[config.mk]
export PLATFORM = sky130hd
export DESIGN_NAME = serial_shift_controller
export DESIGN_NICKNAME = d
export VERILOG_FILES = /design/src/rtl/shift_ctrl_pkg.sv /design/src/rtl/shift_one_step.sv /design/src/rtl/serial_shift_controller.sv
export SDC_FILE = /design/constraint.sdc
export NUM_CORES = 1
export LEC_CHECK = 0
export ABC_AREA = 0
export BUFFER_PORTS_ARGS = -buffer_cell sky130_fd_sc_hd__clkbuf_2
export CORE_ASPECT_RATIO = 1.1
export CORE_MARGIN = 2
export CORE_UTILIZATION = 30
export DETAILED_ROUTE_END_ITERATION = 8
export MAX_ROUTING_LAYER = met4
export SLEW_MARGIN = 20
export SYNTH_ARGS = -nofsm -noshare
export SYNTH_HDL_FRONTEND = slang
export SYNTH_SLANG_ARGS = --single-unit
export TNS_END_PERCENT = 5
[constraint.sdc]
create_clock -name clk -period 2.75 [get_ports clk]
set_clock_uncertainty 0.1 [all_clocks]
set_input_delay 0 -clock clk [delete_from_list [all_inputs] [get_ports clk]]
set_output_delay 0 -clock clk [all_outputs]
set_load 0.1 [all_outputs]
[src/rtl/shift_ctrl_pkg.sv]
// shift_ctrl_pkg: shared op codes and FSM states for the serial shifter
package shift_ctrl_pkg;
  localparam logic [1:0] OP_SLL  = 2'b00;
  localparam logic [1:0] OP_SRL  = 2'b01;
  localparam logic [1:0] OP_SRA  = 2'b10;
  localparam logic [1:0] OP_PASS = 2'b11;
  typedef enum logic [1:0] {
    S_IDLE  = 2'b00,
    S_SHIFT = 2'b01,
    S_DONE  = 2'b10
  } state_t;
endpackage

[src/rtl/shift_one_step.sv]
// shift_one_step: single-position SLL/SRL/SRA stage, PASS forwards the input
module shift_one_step
  import shift_ctrl_pkg::*;
#(
  parameter int N = 32
) (
  input  logic [N-1:0] X,
  input  logic [1:0]   op,
  output logic [N-1:0] Y
);
  always_comb
    Y = op == OP_SLL ? {X[N-2:0], 1'b0} :
        op == OP_SRL ? {1'b0, X[N-1:1]} :
        op == OP_SRA ? {X[N-1], X[N-1:1]} : X;
endmodule

[src/rtl/serial_shift_controller.sv]
// serial_shift_controller: multi-cycle shifter applying one bit position per clock
module serial_shift_controller
  import shift_ctrl_pkg::*;
#(
  parameter int N       = 32,
  parameter int SHAMT_W = $clog2(N)
) (
  input  logic               clk,
  input  logic               rst,
  input  logic               start,
  input  logic [1:0]         op,
  input  logic [N-1:0]       operand,
  input  logic [SHAMT_W-1:0] shamt,
  output logic               busy,
  output logic               done,
  output logic [N-1:0]       result
);
  state_t state, state_n;
  logic [N-1:0] work, step;
  logic [SHAMT_W-1:0] cnt;
  logic [1:0] op_q;
  logic load, direct, last;
  shift_one_step #(.N(N)) u_step (.X(work), .op(op_q), .Y(step));
  // DONE accepts a new request just like IDLE, giving back-to-back issue
  always_comb begin
    load    = start && state != S_SHIFT;
    direct  = shamt == '0 || op == OP_PASS;
    last    = state == S_SHIFT && cnt == SHAMT_W'(1);
    state_n = load ? (direct ? S_DONE : S_SHIFT) :
              state == S_SHIFT ? (last ? S_DONE : S_SHIFT) : S_IDLE;
  end
  always_ff @(posedge clk) begin
    if (rst) begin
      state  <= S_IDLE;
      work   <= '0;
      cnt    <= '0;
      op_q   <= OP_SLL;
      result <= '0;
    end else begin
      state <= state_n;
      if (load) begin
        work <= operand;
        cnt  <= shamt;
        op_q <= op;
      end else if (state == S_SHIFT) begin
        work <= step;
        cnt  <= cnt - 1'b1;
      end
      if (load && direct) result <= operand;
      else if (last) result <= step;
    end
  end
  assign busy = state == S_SHIFT;
  assign done = state == S_DONE;
endmodule
# After elaboration in Yosys (flattened, before gate mapping)
# Index checks and enable logic that the tools add are counted.
[word_totals] in_bits=42 output_inout_bits=34 ff_bits=73 memories=0 latchBits=0 mem_bits_ro=0 mem_bits_rw=0
[classes] n_mux=13 n_reduce_logical=8 shift=0 n_lt_le_gt_ge=0 n_bitwise=0 div_mod_pow=0 add_sub_neg=1 multipliers=0 eq_ne=7
[op_table] cell="$mux W32" n=6
[op_table] cell="$mux W31" n=1
[op_table] cell="$mux W5" n=2
[op_table] cell="$mux W2" n=4
[op_table] cell="$eq A2 B2 Y1 const B" n=3
[op_table] cell="$eq A5 B1 Y1 const B" n=1
[op_table] cell="$logic_not A5 Y1" n=1
[op_table] cell="$sub A5 B1 Y5 const B" n=1
[op_table] cell="$eq A2 B1 Y1 const B" n=2
[op_table] cell="$reduce_bool A2 Y1" n=2
[op_table] cell="$logic_and A1 B1 Y1" n=3
[op_table] cell="$logic_not A2 Y1" n=1
[op_table] cell="$ne A2 B1 Y1 const B" n=1
[op_table] cell="$logic_or A1 B1 Y1" n=1

# Longest topological paths before layout
# Gate-level depths: netlist of the first run.
[logic_depth] depth_word=6 depth_mapped=8 depth_no_buf=6

# Cells and area by module
# Synthesis of the first run repeated with hierarchy kept, for this count alone.
[hier_totals] hier_cells=486 hier_area_um2=4535.6
[modules_own_cells] mod="serial_shift_controller" instances=1 cells_each=380 area_each_um2=3452.1
[modules_own_cells] mod="shift_one_step" instances=1 cells_each=106 area_each_um2=1083.5

# Worst setup path before layout of the first run
# Ideal clock, no wire load.
[synth_path] path_kind="reg2reg" startpoint="register state[1]" endpoint="register work[27]" path_slack_ns=0.529 t_arrival_ns=2.032 stages_incl_launch_ff=7 setup_ns=0.089 period_less_slack_ns=2.221 required_ns=2.561 path_cell_list="dfxtp_1 -> nand2b_1 -> buf_2 -> clkinv_1 -> buf_1 -> a211oi_1 -> a211oi_1"
[synth_lines] element="start, declared" line_no="serial_shift_controller.sv:18" rtl="state_t state, state_n;"
[synth_lines] element="start signal, assigned" line_no="serial_shift_controller.sv:40" rtl="state <= state_n;"
[synth_lines] element="$eq A2 B1 Y1"
[synth_lines] element="via busy" line_no="serial_shift_controller.sv:14" rtl="output logic busy,"
[synth_lines] element="$reduce_bool A2 Y1 (no source line)"
[synth_lines] element="end signal, assigned" line_no="serial_shift_controller.sv:42" rtl="work <= operand;"
[synth_lines] element="end signal, assigned" line_no="serial_shift_controller.sv:46" rtl="work <= step;"
[synth_lines] element="end, declared" line_no="serial_shift_controller.sv:19" rtl="logic [N-1:0] work, step;"
# The timed path passes the listed nets, and every way through them passes these cells.
# A chain may end at the register's enable or synchronous reset.

# Final worst setup path of the first run
[layout_path] startpoint="register cnt[0]" endpoint="register result[7]"
[layout_between] elab_chain_cells=3
[layout_lines] element="start, declared" line_no="serial_shift_controller.sv:20" rtl="logic [SHAMT_W-1:0] cnt;"
[layout_lines] element="start signal, assigned" line_no="serial_shift_controller.sv:43" rtl="cnt <= shamt;"
[layout_lines] element="start signal, assigned" line_no="serial_shift_controller.sv:47" rtl="cnt <= cnt - 1'b1;"
[layout_lines] element="$eq A5 B1 Y1" line_no="serial_shift_controller.sv:28" rtl="last = state == S_SHIFT && cnt == SHAMT_W'(1);"
[layout_lines] element="$logic_and A1 B1 Y1" line_no="serial_shift_controller.sv:28"
[layout_lines] element="$reduce_bool A2 Y1 (no source line)"
[layout_lines] element="end signal, assigned" line_no="serial_shift_controller.sv:49" rtl="if (load && direct) result <= operand;"
[layout_lines] element="end signal, assigned" line_no="serial_shift_controller.sv:50" rtl="else if (last) result <= step;"
[layout_lines] element="end, declared" line_no="serial_shift_controller.sv:16" rtl="output logic [N-1:0] result"
# Every way passes these cells.

==> impl_metrics.yaml, run 1 <==
yosys:
  synth_area_sq_um: 4130
  synth_edf_count: 0
  ys_seq_area_share_pct: 35.4
  async_flop_share_pct: 0
  yosysTopAreaCell: "dfxtp_1"
  ys_top_cells_by_area: "dfxtp_1 35%, mux2i_1 26%, a211oi_1 7.3%"
  netlist_instances: 425
  ys_types: 44
  ys_ff_latch: 73
  synthesis.nets: 469
  yosysTopAreaCellShare_pct: 35.4
  ys_warn_count: 0
  synth_flop_cell: "dfxtp_1"
  avgSynthCellArea_sq_um: 9.71
floorplan:
  fp.dieH_um: 127
  dieArea_sq_um: 14700
  core_area_sq_um: 13300
  chipWidth_um: 116
  num_rows: 44
  start_util_pct: 31.0
  ios: 76
worst_setup_path:
  required_ns: 2.93
  crit_path_end_kind: "register"
  reg2reg_slack_ns: 0.62
  start_kind: "register"
  critPathSlowestCell: "or4_4"
  path_class: "reg -> reg"
  cp_data_arrival_time_ns: 2.31
  path_cells: "ha_1, or3b_4, or4_4, nor2b_1, a221o_1"
  critical_path.max_fanout: 29
  critPathMaxStageDelay_ns: 0.63
global_route:
  grt_max_degree: 65
  grt_use_total_pct: 15.6
  grt_pass1_vias: 3532
  grt.overflow.total: 0
  grt_pass1_wl_um: 17900
  grt_antenna_before_repair: 0
final_layout:
  diodes: 0
  final_common_cell: "mux2i_1"
  drive_gt1_share_pct: 23.5
  mostFrequentLayoutCells: "109 x mux2i_1, 75 x clkbuf_2, 71 x dfxtp_1"
  syn_to_final_growth_pct: 29.2
  nets: 566
timing:
  drv_slew: 0
  min_period_ns: 2.13
  setup_viol: 0
  worst_slew_pin_slew_ns: 0.962
  hold_slack_ns: 0.00665
  timing.slew.headroom_pct: 35.9
  tns_ns: 0
  finalHoldViolCount: 0
  fmax_ghz: 0.470
  rsz0062_at_grt: "false"
  min_period_over_period_pct: 77.4
cts:
  clock-sinks: 73
  cts_tree: "done"
  cts_buffers: 9
  cts_root_buffer: "clkbuf_16"
  cts_setup_buffers: 0
  clock_latency_ns: 0.33
  htree_levels: 3
  clkTransAtPathRegs_ns: 0.06
  clockBufferDepth: 2
routing:
  drc: 0
  dr.pass1.iters: 4
  viasPerCell: 5.05
  wire_per_inst_um: 15.4
  wl_um: 10900
  drt_iter0_drc: 128
  ant_nets: 0
  via_count: 3590
flow_run:
  cap_violations: 0
power_and_ir_drop:
  totalPowerFinal_mw: 3.13
  power_density_nw_per_um2: 587
  irDropWorstVdd_v: 0.000302
  p_leak_nw: 2.09
placed_design:
  dp_hpwl_um: 7390
  gp_congestion: 0.781
  portBuffers: 75
worst_hold_path:
  hp-class: "in -> reg"
outcome:
  status: "finished, final reports clean"
==> report_power, final <==
| part | switching (mW) | internal [mW] | leakage, nW | total, mW |
|---|---|---|---|---|
| registers | 0.119 | 1.14 | 0.600 | 1.26 |
| logic | 0.400 | 0.291 | 1.34 | 0.691 |
| clock network | 0.459 | 0.721 | 0.148 | 1.18 |
| total | 0.979 | 2.15 | 2.09 | 3.13 |
==> worst paths after layout <==
| kind | start | endpoint | cells past startpoint |
|---|---|---|---|
| worst max-delay path | cnt[0] | result[7] | 5 |
| worst min-delay path | rst | op_q[0] | 2 |
| worst max register to register | cnt[0] | result[7] | 5 |
| worst min register to register | cnt[4] | cnt[4] | 1 |
==> worst max-delay path: cells and delay by family, from the launching register on <==
family,cells,cell delay [ns]
AOI/OAI and AO/OA,1,0.14
and+or+nand+nor,3,1.24
DFF,1,0.41
adders and majority gates,1,0.17
==> stage by stage <==
step           instance area [sq um]  util (%)  setup slack [ns]  cells
6_report                        5330      40.0             0.622    711
5_1_grt                         5330      40.0             0.486    711
4_1_cts                         5330      40.0             0.621    711
3_5_place_dp                    4640      34.9             0.631    656
3_3_place_gp                    4640      34.9             0.677    656
2_1_floorplan                   4130         -             0.529    425
==> per-layer routing <==
metal | up-vias | GRT usage, % | wire length (um)
met5 | - | - | 0
met4 | 0 | 4.20 | 104
met3 | 10 | 2.70 | 339
met2 | 71 | 25.4 | 5290
met1 | 1714 | 20.1 | 5190
li1 | 1795 | - | -
==> Yosys cell counts (2+ instances only) <==
cell / number
a221o_2: 8
clkbuf_1: 14
inv_1: 3
nand2_1: 8
buf_2: 17
a211oi_1: 40
or3_1: 3
nor2_1: 41
nand3_1: 3
o221ai_1: 2
buf_1: 6
dfxtp_1: 73
ha_1: 2
nand2b_1: 2
nor2b_2: 5
a21oi_1: 7
and3b_1: 2
nor3_1: 5
o21ai_0: 4
a221o_1: 23
and2b_1: 4
nor2b_1: 23
mux2i_1: 109
==> sequential cells by signal, indices dropped and copies added, names as in the netlist <==
register / flops
result: 32
op_q: 2
work: 32
state: 2
cnt: 5
==> cell type report <==
class                   instances  area (sq um)
inverters                       4          15.0
clock buffers                  10           239
multi-input cells             309          2470
flip-flops and latches         73          1470
fillers                      1381          7990
repair buffers                125           848
clock inverters                 6          57.6
well taps                     184           230
==> logic make-up (layout without fill, tap and decap cells) <==
family	count (synthesis)	in the layout	synth area share [%]
AOI/OAI and AO/OA	93	93	18.7
muxes	110	110	26.7
adders and majority gates	2	2	0.606
and+or+nand+nor	103	103	13.5
xor gates and xnor gates	1	1	0.212
DFF	73	73	35.4
buffers and inverters	43	145	4.88
==> repair_timing <==
action,CTS,global route
setup endpoints to repair,0,0
hold endpoints to repair,67,0
hold buffers,39,0
resized for setup,0,0
No activity file was read; power rests on OpenSTA's default activity.
==> run 2, diff against run 1 <==
==> constraint.sdc (replaced) <==
create_clock -name clk -period 2.2 [get_ports clk]
set_clock_uncertainty 0.1 [all_clocks]
set_input_delay 0 -clock clk [delete_from_list [all_inputs] [get_ports clk]]
set_output_delay 0 -clock clk [all_outputs]
set_load 0.1 [all_outputs]
==> run 2 against run 1 <==
Clock-buffer cell count is 2 higher. Critical path type is now in -> reg. Sequential share of layout area is 0.41 points lower. Largest cell class unchanged. Highest routed layer unchanged. Global-route usage hardly changed.
==> impl_metrics.yaml, run 2 (synthesis gave the netlist of run 1 again) <==
final_layout:
  nets: 568
  diodes: 0
  final_common_cell: "mux2i_1"
  syn_to_final_growth_pct: 31.2
  fillerInstances: 1346
  reg_top3: "result (32), work (32), cnt (5)"
  drive_gt1_share_pct: 23.6
  finish.utilization_pct: 40.6
  mostFrequentLayoutCells: "109 x mux2i_1, 74 x clkbuf_2, 70 x dfxtp_1"
worst_setup_path:
  crit_buf_inv: 3
  cpLargestDelayFamily: "simple AND/OR/NAND/NOR gates"
  crit_path_end_kind: "register"
  path_class: "in -> reg"
  reg2reg_slack_ns: 0.09
  start_kind: "input port"
  path_cells: "dlygate4sd3_1, clkbuf_2, nor3_1, o2111ai_1, nor2_2, buf_12, a221o_1"
  required_ns: 2.38
  cp_data_arrival_time_ns: 2.30
  critical_path.max_fanout: 20
  critPathMaxStageDelay_ns: 0.54
  critPathSlowestCell: "dlygate4sd3_1"
routing:
  ant_nets: 0
  via_count: 3621
  viasPerCell: 5.08
  drc: 0
  wire_per_inst_um: 15.6
  drt_iter0_drc: 149
  dr.pass1.iters: 4
  wl_um: 11100
floorplan:
  start_util_pct: 31.0
  fp.dieH_um: 127
  dieArea_sq_um: 14700
  chipWidth_um: 116
  core_area_sq_um: 13300
  ios: 76
  num_rows: 44
power_and_ir_drop:
  power_density_nw_per_um2: 718
  p_leak_nw: 2.12
  irDropWorstVdd_v: 0.000352
placed_design:
  dp_slack_ns: 0.0900
  portBuffers: 75
  dp_hpwl_um: 7360
  gp_congestion: 0.805
global_route:
  grt.overflow.total: 0
  grt_max_degree: 49
  grt_pass1_vias: 3591
  grt_antenna_before_repair: 0
  grt_pass1_wl_um: 17900
  grt_use_total_pct: 15.6
cts:
  cts_buffers: 9
  htree_levels: 3
  cts_tree: "done"
  clockBufferDepth: 2
  clock_latency_ns: 0.33
  clkTransAtPathRegs_ns: 0.06
  cts_root_buffer: "clkbuf_16"
  clock-sinks: 73
timing:
  min_period_over_period_pct: 96.6
  tns_ns: 0
  min_period_ns: 2.12
  setup_viol: 0
  layout_setup_ws_ns: 0.0751
  timing.slew.headroom_pct: 52.2
  worst_slew_pin_slew_ns: 0.717
  fmax_ghz: 0.471
  finalHoldViolCount: 0
  rsz0062_at_grt: "true"
  drv_slew: 0
flow_run:
  cap_violations: 0
worst_hold_path:
  hp-class: "in -> reg"
outcome:
  status: "finished, final reports clean"
-- run 2: tightest hold or removal path: cells and delay by family --
kind	cells	cell delay [ns]
compound gates	1	0.16
simple gates	2	0.15
buf+inv	1	0.10
-- run 2: timing repair --
action,CTS,global route
resized for setup,0,3
setup buffers,0,1
endpoints found under the hold margin,68,0
setup endpoints to repair,0,4
hold buffers,39,0
-- run 2: stage by stage --
stage	std cells	hold WS [ns]	area [sq um]	power, mW
after floorplan	425	0.0389	4130	2.21
after global placement	657	0.143	4730	2.40
after detailed placement	657	0.148	4730	2.43
after CTS	712	0.0223	5400	3.92
after global routing	713	0.0536	5420	4.06
final	713	0.0328	5420	3.89
-- run 2: final cells by class --
cell class	instances	area, sq um	area share, %
clock buffers	12	236	4.37
clock inverters	4	45.0	0.832
inverters	4	15.0	0.277
multi-input cells	309	2480	45.7
flip-flops and latches	73	1470	27.1
well taps	184	230	4.25
repair buffers	127	945	17.4
-- run 2: power by group --
part / switching (mW) / internal, mW / total (mW)
Sequential: 0.121 / 1.43 / 1.55
Clock: 0.559 / 0.874 / 1.43
Combinational: 0.534 / 0.376 / 0.910
Total: 1.21 / 2.68 / 3.89
-- run 2: worst paths after layout --
check / from / endpoint / depth (start not counted)
min: start / state[1] / 4
min reg2reg: cnt[0] / cnt[0] / 1
max reg2reg: cnt[1] / result[3] / 7
max: shamt[3] / result[11] / 7
-- run 2: routing by layer --
metal,track usage (%),wire length [um],vias up
met2,25.2,5320,81
met4,5.46,208,0
met3,2.85,444,19
li1,-,-,1802
met5,-,0,-
met1,19.7,5180,1719
